==> src/rtl/interp1d_lut.sv <==
// rtl/interp1d_lut.sv - writable 1-D LUT with 3-stage linear interpolation on a valid/ready stream
// Optional build macro: INTERP1D_ROUND_EN selects round-half-up instead of truncation in the last stage.
module interp1d_lut #(
    parameter int DATA_W = 16,
    parameter int IDX_W  = 8,
    parameter int FRAC_W = 8,
    parameter int DEPTH  = 16
) (
    input  logic                      clk,
    input  logic                      rst_n,
    input  logic                      wr_en,
    input  logic [IDX_W-1:0]          wr_addr,
    input  logic [DATA_W-1:0]         wr_data,
    input  logic                      in_valid,
    output logic                      in_ready,
    input  logic [IDX_W+FRAC_W-1:0]   in_x,
    output logic                      out_valid,
    input  logic                      out_ready,
    output logic [DATA_W-1:0]         out_y,
    output logic                      out_oor
);
    localparam int AW = (DEPTH > 1) ? $clog2(DEPTH) : 1;
    localparam int PW = DATA_W + FRAC_W + 2;
    localparam logic [IDX_W-1:0] LAST    = IDX_W'(DEPTH - 1);
    localparam logic [IDX_W:0]   DEPTH_V = (IDX_W + 1)'(DEPTH);

    logic signed [DATA_W-1:0] lut [DEPTH];

    logic adv;
    assign adv      = !out_valid || out_ready;
    assign in_ready = adv;

    logic [IDX_W-1:0]  x_i;
    logic [FRAC_W-1:0] x_f;
    logic [AW-1:0]     rd0, rd1;
    logic              in_range, oor_c;
    assign x_i      = in_x[IDX_W+FRAC_W-1:FRAC_W];
    assign x_f      = in_x[FRAC_W-1:0];
    assign in_range = x_i < LAST;
    // Clamp both read indices so the array is never addressed past its last entry.
    assign rd0      = in_range ? AW'(x_i) : AW'(DEPTH - 1);
    assign rd1      = in_range ? AW'(x_i + 1'b1) : AW'(DEPTH - 1);
    assign oor_c    = (x_i > LAST) || ((x_i == LAST) && (x_f != '0));

    always_ff @(posedge clk or negedge rst_n) begin
        if (!rst_n) begin
            for (int k = 0; k < DEPTH; k++) lut[k] <= '0;
        end else if (wr_en && ({1'b0, wr_addr} < DEPTH_V)) begin
            lut[AW'(wr_addr)] <= wr_data;
        end
    end

    logic                     s1_valid, s1_oor;
    logic signed [DATA_W-1:0] s1_y0, s1_y1;
    logic [FRAC_W-1:0]        s1_f;

    always_ff @(posedge clk or negedge rst_n) begin
        if (!rst_n) begin
            s1_valid <= 1'b0;
            s1_oor   <= 1'b0;
            s1_y0    <= '0;
            s1_y1    <= '0;
            s1_f     <= '0;
        end else if (adv) begin
            s1_valid <= in_valid;
            s1_oor   <= oor_c;
            s1_y0    <= lut[rd0];
            s1_y1    <= lut[rd1];
            s1_f     <= x_f;
        end
    end

    logic signed [DATA_W:0]   d;
    logic signed [FRAC_W:0]   fs;
    logic signed [PW-1:0]     p_c;
    assign d   = {s1_y1[DATA_W-1], s1_y1} - {s1_y0[DATA_W-1], s1_y0};
    assign fs  = {1'b0, s1_f};
    assign p_c = PW'(d) * PW'(fs);

    logic                     s2_valid, s2_oor;
    logic signed [DATA_W-1:0] s2_y0;
    logic signed [PW-1:0]     s2_p;

    always_ff @(posedge clk or negedge rst_n) begin
        if (!rst_n) begin
            s2_valid <= 1'b0;
            s2_oor   <= 1'b0;
            s2_y0    <= '0;
            s2_p     <= '0;
        end else if (adv) begin
            s2_valid <= s1_valid;
            s2_oor   <= s1_oor;
            s2_y0    <= s1_y0;
            s2_p     <= p_c;
        end
    end

    logic signed [PW-1:0]     p_adj;
    logic signed [DATA_W-1:0] q, y_c;
`ifdef INTERP1D_ROUND_EN
    localparam logic signed [PW-1:0] HALF = PW'(1) << (FRAC_W - 1);
    assign p_adj = s2_p + HALF;
`else
    assign p_adj = s2_p;
`endif
    // Interpolated value stays between y0 and y1, so the narrowing cast cannot overflow.
    assign q   = DATA_W'(p_adj >>> FRAC_W);
    assign y_c = s2_y0 + q;

    always_ff @(posedge clk or negedge rst_n) begin
        if (!rst_n) begin
            out_valid <= 1'b0;
            out_oor   <= 1'b0;
            out_y     <= '0;
        end else if (adv) begin
            out_valid <= s2_valid;
            out_oor   <= s2_oor;
            out_y     <= y_c;
        end
    end
endmodule

==> config.mk <==
export PLATFORM = sky130hd
export DESIGN_NAME = interp1d_lut
export DESIGN_NICKNAME = d
export VERILOG_FILES = /design/src/rtl/interp1d_lut.sv
export SDC_FILE = /design/constraint.sdc
export NUM_CORES = 1
export LEC_CHECK = 0
export ABC_AREA = 1
export ABC_CLOCK_PERIOD_IN_PS = 15400
export CAP_MARGIN = 20
export CORE_MARGIN = 4
export CORE_UTILIZATION = 55
export CTS_CLUSTER_DIAMETER = 50
export CTS_CLUSTER_SIZE = 20
export DETAILED_ROUTE_END_ITERATION = 6
export PLACE_DENSITY = 0.72
export SLEW_MARGIN = 20
export SYNTH_ARGS = -nofsm -noshare
export SYNTH_HDL_FRONTEND = slang
export SYNTH_SLANG_ARGS = --single-unit
==> constraint.sdc <==
create_clock -name clk -period 15.4 [get_ports clk]
set_input_delay 3.08 -clock clk [delete_from_list [all_inputs] [get_ports clk]]
set_output_delay 3.08 -clock clk [all_outputs]
set_load 0.005 [all_outputs]
======== Word-level counts from Yosys, hierarchy flattened ========
Index checks and enable logic that the tools add are counted.
storage, ports and cells
  latch bits .............................. 0
  input port bits ......................... 45
  ROM bits ................................ 0
  logic and storage cells ................. 61
  flip-flop bits (word level) ............. 358
  bits in writable memories ............... 0
  memories kept ........................... 0
operators by class
  shift-type cells ........................ 0
  order comparisons ....................... 7
  mux-type cells .......................... 11
  $mul .................................... 1
  reductions and logical operators ........ 7
  bitwise gates (word level) .............. 3
  div/mod/pow operators ................... 0
  add/subtract/negate cells ............... 3
  equal/unequal tests ..................... 1
operators with widths
  operator             number
  $bwmux 256           1
  $bmux 16 s4          2
  $mux 16              5
  $demux 16 s4         1
  $mul 17x9->24        1
  $sub 16x16->17       1
  $add 16x16->16       1
  $ge 5x5->1 const B   3
  $not 4->5            3
  $eq 8x4->1 const B   1
  $gt 8x4->1 const B   1
  $lt 8x4->1 const B   1
  $lt 8x5->1 const B   1
  $mux 4               2
  $reduce_bool 8->1    1
  $lt 5x1->1 const B   1
  $add 4x1->4 const B  1
  $logic_and 1x1->1    3
  $logic_or 1x1->1     2
  $logic_not 1->1      1

======== Logic depth before layout (Yosys ltp) ========
Gate-level depths: netlist (run 1).
  word-level depth ........................ 6
  mapped depth ............................ 35

======== Least setup slack after synthesis (run 1) ========
OpenSTA, ideal clock, no wires.
  path kind ............................... input-to-output
  start point ............................. input out_ready
  end point ............................... output in_ready
  arrival time ............................ 3.781 ns
  path slack .............................. 8.539 ns
  stages .................................. 4
  path through ............................ nor2_1 inv_1 clkbuf_1 clkbuf_1
on the way
  word-level cells in the longest chain between the ends .. 1
RTL lines
  item                RTL line  text
  start: declaration  18        input logic out_ready,
  $logic_or 1x1->1    30        assign adv = !out_valid || out_ready;
  end: declaration    15        output logic in_ready,
Every way passes these cells.

======== Final worst setup path (run 1) ========
Ends and elaborated chain as after synthesis.

==> reports/metrics.cfg, run 1 <==
[run_status]
status=finished, final reports clean

[floorplanning]
die_y_um=216
die_w_um=216
start_util=0.562
pin_count=64
dieArea_um2=46700
fp.coreArea_um2=42300
rows=75

[sta]
fin_crit_sh=0.544
slew-limit-headroom=0.209
fin_setup_tns_ps=0
finalHoldWorstSlack_ps=465
worst_slew_pin_slew_ps=1190
finalSetupViolCount=0
hold_violations=0
rsz0062_at_grt=false
period_minus_slack_ps=8380
drv_slew=0
clock.fmax_mhz=119
clock_skew_ps=23.8

[logic_synthesis]
synth_edf_count=0
synth_flop_cell=dfrtp_1
synthCells=3169
synth.avg_cell_area_um2=7.51
synth_fp_nets=3393
synth.distinct_cells=41
yosys_warnings=0
synth_seq_area_share=0.368
ys_async_sr_fraction=1.00
synth-seq-cells=350
syn-cell-area_um2=23800

[global_routing]
grt_antenna_before_repair=0
grt_pass1_vias=20500
grt_usage=0.286
grt_max_degree=117
grt_overflow=0
grt_first_pass_wirelength_um=108000

[place]
gp_congestion=0.917
io_buffer_count=63
dpl.hpwl_um=43500

[critical_path]
required_ps=12320
critPathMostFrequentCell=clkdlybuf4s50_1
cp.arrival_ps=5300
slowest_delay_ps=720
end_kind=primary output
crit_chain=clkdlybuf4s50_1, nor2_4, inv_2, buf_4, clkdlybuf4s50_1
r2r_slack_ps=9060
r2r-start=s1_y0[0]$_DFFE_PN0P_
startpoint_type=input port
crit_path_top_delay_cell=nor2_4
crit_fanout=76
critical_path_class=in -> out
r2r-end=p_adj[22]$_DFFE_PN0P_
r2r_cells=26

[finish]
nNetsFinal=3328
antenna_cells=0
regArea_um2=8760
final_cell_mix=nand2_1 (810), o21ai_0 (435), inv_1 (395)
syn_to_final_growth_pct=8.87
n_fill_cell=3827
multi_input_area_um2=12700
drive_gt1_frac=0.0431
layout_commonest_cell=nand2_1
fin_util=0.612

[hold_path]
hold_path_end=out_valid$_DFFE_PN0P_
hold_path_depth=2
hold_path_startpoint=s2_valid$_DFFE_PN0P_
worstHoldPathType=reg -> reg

[detailed_routing]
drc=0
wl_um=67500
ant_nets=0
via_count=21400
dr.pass1.iters=5
viasPerCell=5.78
drt_iter0_markers=2085
wl_per_cell_um=18.2

[job]
cap_viol_max_count=0

[clocking]
cts_made_buffers=38
max-clock-path-buffers=3
clk_pin_slew_worst_paths_ps=70
ctsHoldBuffers=0
cts_tree=done
post_cts_resized=0
clockRootBuffer=clkbuf_16
cts_setup_buffers=0
htree_levels=2
clock_latency_ps=570
cts_sinks=350

## how the worst max path moves through the flow
stage	start	endpoint
detailed placement	out_ready	in_ready
CTS	out_ready	in_ready
floorplan	out_ready	in_ready
global placement	out_ready	in_ready
finish	out_ready	in_ready
global route	out_ready	in_ready
## cell usage after synthesis, types with 57 or more instances
| master | instances | area [um2] |
|---|---|---|
| o211ai_1 | 128 | 961 |
| a21oi_1 | 168 | 841 |
| clkbuf_1 | 109 | 409 |
| dfrtp_1 | 350 | 8760 |
| fa_1 | 104 | 2080 |
| ha_1 | 75 | 938 |
| buf_2 | 57 | 285 |
| nand3_1 | 264 | 1320 |
| o21ai_0 | 435 | 2180 |
| nand2_1 | 811 | 3040 |
| nor2_1 | 126 | 473 |
| inv_1 | 398 | 1490 |
## sequential cells by signal (all words and copies together), names as in the netlist, 8 cells and up
| name | count |
|---|---|
| p_adj | 16 |
| s1_f | 8 |
| s1_y0 | 16 |
| lut | 256 |
| s2_y0 | 16 |
| s1_y1 | 16 |
| out_y | 16 |
## layout make-up
type | instances | area share
Clock inverter | 24 | 0.0142
Clock buffer | 44 | 0.0387
Sequential cell | 350 | 0.338
Multi-Input combinational cell | 2223 | 0.490
Timing Repair Buffer | 91 | 0.0328
Inverter | 400 | 0.0579
Tap cell | 577 | 0.0279
## metal layers
| metal | wire, um | global-route usage | up-vias |
|---|---|---|---|
| met5 | 0 | 0 | - |
| met4 | 2480 | 0.103 | 0 |
| met3 | 5300 | 0.0395 | 182 |
| met2 | 31800 | 0.478 | 862 |
| met1 | 28000 | 0.384 | 10200 |
| li1 | - | - | 10200 |
## worst max-delay path: cells and delay by family
family / cells / cell delay, ps
buffers and inverters: 4 / 1470
and+or+nand+nor: 1 / 720
## metrics by stage
step,worst slack [ps],cell area (um2),cells
floorplan,8540,23800,3169
global placement,7010,24500,3641
detailed placement,7030,24500,3641
CTS,7010,25900,3709
global route,6840,25900,3709
finish,7020,25900,3709
## kinds of logic after synthesis
| logic type | after synthesis | synth area share |
|---|---|---|
| and+or+nand+nor | 1260 | 0.219 |
| AOI/OAI and AO/OA | 759 | 0.176 |
| buffers and inverters | 596 | 0.101 |
| DFF | 350 | 0.368 |
| adders and majority gates | 179 | 0.127 |
| xor gates and xnor gates | 25 | 0.00920 |
Power of run 1 is not shown: default switching activity piles up to over one toggle a cycle in this logic, so the estimate is an artifact.
==> run 2: changes to the inputs <==
--- a/config.mk
+++ b/config.mk
@@ -6,7 +6,7 @@
 export NUM_CORES = 1
 export LEC_CHECK = 0
 export ABC_AREA = 1
-export ABC_CLOCK_PERIOD_IN_PS = 15400
+export ABC_CLOCK_PERIOD_IN_PS = 8290
 export CAP_MARGIN = 20
 export CORE_MARGIN = 4
 export CORE_UTILIZATION = 55
==> constraint.sdc (replaced) <==
create_clock -name clk -period 8.29 [get_ports clk]
set_input_delay 1.658 -clock clk [delete_from_list [all_inputs] [get_ports clk]]
set_output_delay 1.658 -clock clk [all_outputs]
set_load 0.005 [all_outputs]
==> run 2 against run 1 <==
Critical path depth is 24 higher; hold slack got worse by 10 ps; first-iteration DRC count is 1.7% higher; final area up 0.19%; clock skew decreased by 1.4 ps; die area is the same; worst setup slack got worse by 4800 ps; count of clock-buffer cells in the layout grew 3; core utilization increased by 0.12 points; sequential share of layout area shrank 0.065 points; non-clock buffer count is the same; final cell count rose by 0.16%; critical path type is now reg -> reg; largest cell class unchanged.
==> reports/metrics.cfg, run 2 (synthesis gave the netlist of run 1 again) <==
[job]
cap_viol_max_count=0  ; unchanged

[critical_path]
crit_path_top_delay_cell=fa_1  ; was nor2_4
cp.arrival_ps=6540  ; was 5300 ps
end_kind=flop  ; was primary output
crit_fanout=6  ; was 76
startpoint=s1_y0[0]$_DFFE_PN0P_  ; was out_ready
r2r-start=s1_y0[0]$_DFFE_PN0P_  ; unchanged
required_ps=8740  ; was 12320 ps
startpoint_type=flop  ; was input port
slowest_delay_ps=590  ; was 720 ps
critPathMostFrequentCell=nand2_1  ; was clkdlybuf4s50_1
critical_path_class=reg -> reg  ; was in -> out

[detailed_routing]
drc=0  ; unchanged
ant_nets=0  ; unchanged
via_count=21500  ; was 21400
dr.pass1.iters=6  ; was 5
drt_iter0_markers=2120  ; was 2085
wl_per_cell_um=18.7  ; was 18.2 um
wl_um=69600  ; was 67500 um
viasPerCell=5.79  ; was 5.78

[clocking]
cts_made_buffers=41  ; was 38
clockRootBuffer=clkbuf_16  ; unchanged
max-clock-path-buffers=3  ; unchanged
cts_sinks=350  ; unchanged
post_cts_resized=0  ; unchanged
ctsHoldBuffers=0  ; unchanged
clock_latency_ps=580  ; was 570 ps
clk_pin_slew_worst_paths_ps=70  ; about the same
cts_setup_buffers=0  ; unchanged
cts_tree=done  ; unchanged
htree_levels=2  ; unchanged

[hold_path]
hold_path_startpoint=s2_valid$_DFFE_PN0P_  ; unchanged
worstHoldPathType=reg -> reg  ; unchanged

[finish]
nNetsFinal=3331  ; was 3328
n_fill_cell=3870  ; was 3827
final_cell_mix=nand2_1 (809), o21ai_0 (435), inv_1 (395)  ; was nand2_1 (810), o21ai_0 (435), inv_1 (395)
largest_reg_flops=256  ; unchanged
syn_to_final_growth_pct=9.08  ; was 8.87%
layout_commonest_cell=nand2_1  ; unchanged
fin_util=0.613  ; was 0.612
final_cells=3715  ; was 3709
antenna_cells=0  ; unchanged
drive_gt1_frac=0.0449  ; was 0.0431
regMostFlops=lut  ; unchanged

[sta]
fin_setup_tns_ps=0  ; unchanged
drv_slew=0  ; unchanged
rsz0062_at_grt=false  ; unchanged
clock.fmax_mhz=164
hold_violations=0  ; unchanged
worst_slew_pin_slew_ps=1120  ; was 1190 ps
clock_skew_ps=22.4  ; was 23.8 ps
finalSetupViolCount=0  ; unchanged
fin_crit_sh=0.734
period_minus_slack_ps=6090
slew-limit-headroom=0.254  ; was 0.209
finalHoldWorstSlack_ps=454  ; was 465 ps

[global_routing]
grt_overflow=0  ; unchanged
grt_antenna_before_repair=0  ; unchanged
grt_pass1_vias=21100  ; was 20500
grt_max_degree=215  ; was 117
grt_first_pass_wirelength_um=112000  ; was 108000 um
grt_usage=0.297  ; was 0.286

[place]
place_inst=3640  ; was 3641
io_buffer_count=63  ; unchanged
gp_congestion=0.980  ; was 0.917
dpl.hpwl_um=45100  ; was 43500 um

[floorplanning]
die_y_um=216  ; unchanged
pin_count=64  ; unchanged
fp.coreArea_um2=42300  ; unchanged
dieArea_um2=46700  ; unchanged
rows=75  ; unchanged
die_w_um=216  ; unchanged
start_util=0.562  ; unchanged

[run_status]
status=finished, final reports clean  ; unchanged

run 2: cell types whose count changed in the layout (fill, tap and decap cells not counted), sizes merged:
cell and delta:
inv +6, clkinv +2, bufinv -3, clkinvlp -2, clkbuf +3
run 2: through the flow:
stage               worst slack, ps  cell area (um2)
global placement               2270            24600
finish                         2200            26000
floorplan                      2870            23800
global route                   1770            26000
CTS                            2240            25900
detailed placement             2250            24600
run 2: cell type report:
type	instances	area [um2]	share of cell area
flip-flops and latches	350	8760	0.337
multi-input cells	2223	12700	0.489
well taps	577	722	0.0278
clock inverters	27	287	0.0110
repair buffers	91	903	0.0348
clock buffers	47	1090	0.0419
inverters	400	1500	0.0578
run 2: path summary, 6_finish.rpt:
path / to / slack (ps) / depth (start not counted)
min: out_valid$_DFFE_PN0P_ / 450 / 2
max: p_adj[22]$_DFFE_PN0P_ / 2200 / 29
max reg2reg: p_adj[22]$_DFFE_PN0P_ / 2200 / 29
min in group asynchronous: out_valid$_DFFE_PN0P_ / 1140 / 1
max in group asynchronous: lut[3]$_DFFE_PN0P_ / 5700 / 2
min reg2reg: out_valid$_DFFE_PN0P_ / 450 / 2
run 2: worst max-delay path, delay by kind of cell, from the launching register on:
| family | cells | cell delay (ps) |
|---|---|---|
| adder cells (fa/ha/maj) | 7 | 3190 |
| AND/OR/NAND/NOR | 13 | 1410 |
| AO/OA/AOI/OAI | 5 | 700 |
| flip-flops | 1 | 420 |
| buffers and inverters | 4 | 240 |
run 2: per-layer routing:
layer / global-route usage / up-vias / part of all wire
met5: 0 / - / 0
met4: 0.131 / 0 / 0.045
met3: 0.0487 / 203 / 0.073
met2: 0.489 / 887 / 0.47
met1: 0.389 / 10200 / 0.41
li1: - / 10200 / -
Power of run 2 is left out for the same reason.
